==> src/rtl/niu_sii_req_sched.sv <==
// niu_sii_req_sched: round-robin NIU->SII DMA request scheduler with OQ/BQ credit tracking
// Ports: iol2clk/rst_l (sync, active-low); req_* per-requester request, header and payload;
// req_gnt (comb one-hot grant), req_pld_rd (registered beat strobe); sii_niu_oqdq/bqdq credit returns;
// niu_sii_* registered bus (header cycle, then four 16B beats for writes); credit_err sticky overflow flag.
module niu_sii_req_sched #(
  parameter int NREQ = 2,
  parameter int OQ_CREDITS = 16,
  parameter int BQ_CREDITS = 16
) (
  input  logic                  iol2clk,
  input  logic                  rst_l,
  input  logic [NREQ-1:0]       req_vld,
  input  logic [NREQ-1:0]       req_wr,
  input  logic [NREQ-1:0]       req_bypass,
  input  logic [NREQ*128-1:0]   req_hdr,
  input  logic [NREQ*128-1:0]   req_pld,
  input  logic [NREQ*16-1:0]    req_pld_be,
  output logic [NREQ-1:0]       req_gnt,
  output logic [NREQ-1:0]       req_pld_rd,
  input  logic                  sii_niu_oqdq,
  input  logic                  sii_niu_bqdq,
  output logic                  niu_sii_hdr_vld,
  output logic                  niu_sii_reqbypass,
  output logic                  niu_sii_datareq,
  output logic                  niu_sii_datareq16,
  output logic [127:0]          niu_sii_data,
  output logic [7:0]            niu_sii_parity,
  output logic [15:0]           niu_sii_be,
  output logic                  credit_err
);
  localparam int RW = NREQ > 1 ? $clog2(NREQ) : 1;
  localparam int OW = $clog2(OQ_CREDITS + 1);
  localparam int BW = $clog2(BQ_CREDITS + 1);
  localparam logic [0:0] IDLE = 1'b0, WPLD = 1'b1;
  logic [0:0] st;
  logic [1:0] cnt;
  logic [RW-1:0] rr, w, sel;
  logic [OW-1:0] oq_cr;
  logic [BW-1:0] bq_cr;
  logic [NREQ-1:0] elig;
  logic found, gnt_vld, wr_s, byp_s, dec_oq, dec_bq, oq_full, bq_full;
  logic [127:0] nxt_data;
  logic [15:0] nxt_be;
  logic [7:0] nxt_par;
  always_comb begin
    elig = '0;
    found = 1'b0;
    sel = '0;
    for (int k = 0; k < NREQ; k++)
      elig[k] = req_vld[k] && (req_bypass[k] ? bq_cr != '0 : oq_cr != '0);
    // first eligible requester at or after rr, wrapping
    for (int k = 0; k < NREQ; k++)
      if (!found && elig[(int'(rr) + k) % NREQ]) begin
        found = 1'b1;
        sel = RW'((int'(rr) + k) % NREQ);
      end
  end
  assign gnt_vld = rst_l && st == IDLE && found;
  assign req_gnt = gnt_vld ? NREQ'(1) << sel : '0;
  assign wr_s = req_wr[sel];
  assign byp_s = req_bypass[sel];
  assign dec_oq = gnt_vld && !byp_s;
  assign dec_bq = gnt_vld && byp_s;
  assign oq_full = oq_cr == OW'(OQ_CREDITS);
  assign bq_full = bq_cr == BW'(BQ_CREDITS);
  assign niu_sii_datareq16 = 1'b0;
  always_comb begin
    nxt_data = gnt_vld ? req_hdr[sel*128 +: 128] : st == WPLD ? req_pld[w*128 +: 128] : '0;
    nxt_be = st == WPLD ? req_pld_be[w*16 +: 16] : '0;
    nxt_par = '0;
    for (int k = 0; k < 8; k++)
      nxt_par[k] = ^nxt_data[16*k +: 16];
  end
  always_ff @(posedge iol2clk) begin
    if (!rst_l) begin
      st <= IDLE;
      cnt <= '0;
      rr <= '0;
      w <= '0;
      oq_cr <= OW'(OQ_CREDITS);
      bq_cr <= BW'(BQ_CREDITS);
      credit_err <= 1'b0;
      req_pld_rd <= '0;
      niu_sii_hdr_vld <= 1'b0;
      niu_sii_reqbypass <= 1'b0;
      niu_sii_datareq <= 1'b0;
      niu_sii_data <= '0;
      niu_sii_be <= '0;
      niu_sii_parity <= '0;
    end else begin
      if (gnt_vld) rr <= sel == RW'(NREQ - 1) ? '0 : sel + 1'b1;
      if (gnt_vld && wr_s) begin
        st <= WPLD;
        cnt <= '0;
        w <= sel;
      end else if (st == WPLD) begin
        cnt <= cnt + 1'b1;
        if (cnt == 2'd3) st <= IDLE;
      end
      // strobe leads the bus by one cycle: covers the header cycle plus beats 0..2 of WPLD
      req_pld_rd <= gnt_vld && wr_s ? NREQ'(1) << sel : st == WPLD && cnt != 2'd3 ? NREQ'(1) << w : '0;
      niu_sii_hdr_vld <= gnt_vld;
      niu_sii_datareq <= gnt_vld && wr_s;
      niu_sii_reqbypass <= gnt_vld && byp_s;
      niu_sii_data <= nxt_data;
      niu_sii_be <= nxt_be;
      niu_sii_parity <= nxt_par;
      oq_cr <= dec_oq && !sii_niu_oqdq ? oq_cr - 1'b1 : sii_niu_oqdq && !dec_oq && !oq_full ? oq_cr + 1'b1 : oq_cr;
      bq_cr <= dec_bq && !sii_niu_bqdq ? bq_cr - 1'b1 : sii_niu_bqdq && !dec_bq && !bq_full ? bq_cr + 1'b1 : bq_cr;
      credit_err <= credit_err | (sii_niu_oqdq && !dec_oq && oq_full) | (sii_niu_bqdq && !dec_bq && bq_full);
    end
  end
endmodule

==> config.mk <==
export PLATFORM = sky130hd
export DESIGN_NAME = niu_sii_req_sched
export DESIGN_NICKNAME = d
export VERILOG_FILES = /design/src/rtl/niu_sii_req_sched.sv
export SDC_FILE = /design/constraint.sdc
export NUM_CORES = 1
export LEC_CHECK = 0
export CORE_AREA = 2 2 279 281
export DETAILED_ROUTE_END_ITERATION = 16
export DIE_AREA = 0 0 281 283
export SLEW_MARGIN = 30
export SYNTH_ARGS = -nofsm -noshare
export SYNTH_HDL_FRONTEND = slang
export SYNTH_SLANG_ARGS = --single-unit
==> constraint.sdc <==
create_clock -name iol2clk -period 5.7 [get_ports iol2clk]
set_input_delay 1.14 -clock iol2clk [delete_from_list [all_inputs] [get_ports iol2clk]]
set_output_delay 1.14 -clock iol2clk [all_outputs]
set_load 0.02 [all_outputs]
==> metrics.cfg <==
[grt]
grt-ovfl-total = 0
grt_start_max_net_pins = 104
antenna_found_initial = 17
track_usage_pct = 16.2
first_global_vias = 12400
grt_pass1_wl_mm = 91.3

[sta]
fin_crit_sh_pct = 84.6
min_period_ps = 4820
slew_headroom_pct = 40.6
hold_viol = 0
slew_violations = 0
maxClockFrequency_mhz = 207
setup_tns_ps = 0
setup_violations = 0
rsz0062_at_grt = no
fin_skew_ps = 12.2
fin_ws_ps = 876
worstMarginPinSlew_ps = 891

[routing]
vias = 12100
dr.pass1.iters = 5
ant_nets = 0
drtIter0Drc = 567
drt-total-wl_mm = 65.8
viasPerCell = 4.13
wl_per_cell_um = 22.4
drc = 0

[finish]
fill_cells = 8276
layout-drive-gt1-share_pct = 11.0
nets = 2437
fin_area_um2 = 20100
multi_input_area_um2 = 7130
area_growth_pct = 80.5
utilization_pct = 26.2
final-seq-area_um2 = 3470
final_cell_count_no_fill = 2940

[synthesis]
synth_top_area_share_pct = 31.2
ys_seq_area_share_pct = 31.2
yosysTopAreaCell = dfxtp_1
ys_top_cells_by_count = 173 x dfxtp_1, 104 x and2_1, 99 x nand2_1
synth-main-ff-cell = dfxtp_1
synthTopCellsByArea = dfxtp_1 31%, mux2_2 7.2%, mux2i_1 6.8%
netlist_area_um2 = 11100
ys_ff_latch = 173
yosys_warnings = 0
synth.most_common_cell = dfxtp_1
avgSynthCellArea_um2 = 9.12
synth_edf_count = 0
synthArstFlopShare_pct = 0
ys_types = 63
syn_nets = 1777
netlist_instances = 1218

[cts]
cts_max_path_buffers = 2
htree_levels = 4
insertion_delay_ps = 490
ctsResizeCount = 0
clock-root-buffer = clkbuf_16
clock_sinks = 173
postCtsHoldBufs = 0
cts_tree = yes
cts_buffers = 17
clkTransAtPathRegs_ps = 80
post_cts_buffers = 0

[power]
leakagePower_nw = 7.20
p_per_area_nw_per_um2 = 280
ir_worst_vdd_v = 0.000188

[die]
dieWidth_um = 281
core_area_um2 = 76700
die_h_um = 283
die_area_um2 = 79500
start_util_pct = 14.5
ioPinCount = 715
rows = 102

[placed_design]
port_buffers = 713
dp_hpwl_mm = 52.0
placed_area_um2 = 19400
place_ws_ps = 698
routabilityCongestion = 0.839
dp_cells = 2899

[critical_path]
rrSetupSlack_ps = 1510
cp.arrival_ps = 3680
path_max_fanout = 32
worst-setup-path-type = primary input to primary output
cpMaxStageDelayCell = clkdlybuf4s50_1
cp-start-kind = primary input
path_cells = clkdlybuf4s50_1 > or2_2 > o221ai_2 > o211ai_4 > inv_4 > clkdlybuf4s50_1
end_kind = primary output
cp_slowest_stage_delay_ps = 730
worst-path-buf-inv = 3
cp.required_ps = 4560
crit_path_frequent_cell = clkdlybuf4s50_1
cpLargestDelayFamily = buffers and inverters

[worst_hold_path]
hold_path.class = register to register

[run_status]
outcome = completed

[run]
max-cap-violations = 0

[registers in the layout, indices dropped and copies added (netlist names)]
signal,cells
w,1
niu_sii_hdr_vld,1
niu_sii_datareq,1
niu_sii_reqbypass,1
niu_sii_data,128
oq_cr,5
st,1
niu_sii_parity,8
niu_sii_be,16
credit_err,1
bq_cr,5
req_pld_rd,2
rr,1
cnt,2
[layer usage]
layer  part of all wire (%)  global-route usage [%]  vias up
met5                  0.073                       0        -
met4                    2.6                    5.84        8
met3                    7.3                    4.68       84
met2                     48                    26.9      577
met1                     42                    19.8     5701
li1                       -                       -     5760
[area by class of cell]
| type | count | area share, % |
|---|---|---|
| Antenna cell | 9 | 0.112 |
| Clock buffer | 17 | 2.12 |
| Timing Repair Buffer | 744 | 37.1 |
| Sequential cell | 173 | 17.3 |
| Clock inverter | 15 | 0.967 |
| Inverter | 19 | 0.380 |
| Tap cell | 1040 | 6.49 |
| Multi-Input combinational cell | 923 | 35.5 |
[stage by stage]
stage,hold WS [ps],power [mW]
2_1_floorplan,465,3.08
3_3_place_gp,455,4.42
3_5_place_dp,460,4.43
6_report,481,5.62
5_1_grt,504,5.98
4_1_cts,481,5.79
[layout by cell type (no fill, tap or decap), types with 5 or more instances in the layout]
cell type | synthesis | layout
xnor3_1 | 8 | 8
a21oi_1 | 25 | 25
o22ai_1 | 23 | 23
o21a_1 | 7 | 7
xor2_1 | 32 | 32
nand3_1 | 7 | 7
mux2_2 | 71 | 71
and2_1 | 104 | 104
diode_2 | 0 | 9
nand2_1 | 99 | 97
nand2b_1 | 8 | 8
or3_1 | 9 | 9
o221ai_1 | 47 | 47
buf_12 | 0 | 6
buf_4 | 7 | 25
mux2i_1 | 76 | 76
clkbuf_16 | 0 | 17
a211oi_1 | 6 | 6
nor2b_1 | 65 | 65
inv_1 | 16 | 16
a22oi_1 | 13 | 13
o211a_1 | 8 | 8
ha_1 | 5 | 5
a221o_1 | 35 | 35
o22ai_2 | 7 | 5
dfxtp_1 | 173 | 171
o21ai_0 | 27 | 27
clkdlybuf4s50_1 | 0 | 712
o211ai_1 | 5 | 5
xnor2_1 | 64 | 64
o311ai_0 | 5 | 5
a2bb2oi_1 | 8 | 8
clkinv_8 | 0 | 7
o221a_2 | 43 | 43
a21boi_0 | 7 | 7
nor2_1 | 65 | 65
[path summary, 6_finish.rpt]
path                 start                end  cells after the start
min             credit_err         credit_err                      1
max          req_bypass[1]         req_gnt[0]                      6
min reg2reg     credit_err         credit_err                      1
max reg2reg       oq_cr[0]  niu_sii_parity[2]                     11
[report_power, final]
| group | switching [mW] | internal, mW | total, mW |
|---|---|---|---|
| sequential | 0.105 | 1.37 | 1.48 |
| clock | 0.699 | 0.599 | 1.30 |
| combinational | 1.37 | 1.47 | 2.84 |
| total | 2.18 | 3.44 | 5.62 |
[cell families (layout without fill, tap and decap cells)]
| logic type | after synthesis | count (layout) | synth area share, % |
|---|---|---|---|
| AND/OR/NAND/NOR | 376 | 376 | 17.5 |
| multiplexers | 147 | 147 | 14.0 |
| other | 1 | 10 | 0.0337 |
| AO/OA/AOI/OAI | 290 | 290 | 22.6 |
| flip-flops | 173 | 173 | 31.2 |
| adder cells (fa/ha/maj) | 5 | 5 | 0.563 |
| buffers and inverters | 122 | 795 | 4.90 |
| XOR/XNOR | 104 | 104 | 9.19 |
(Power assumes the default switching activity.)
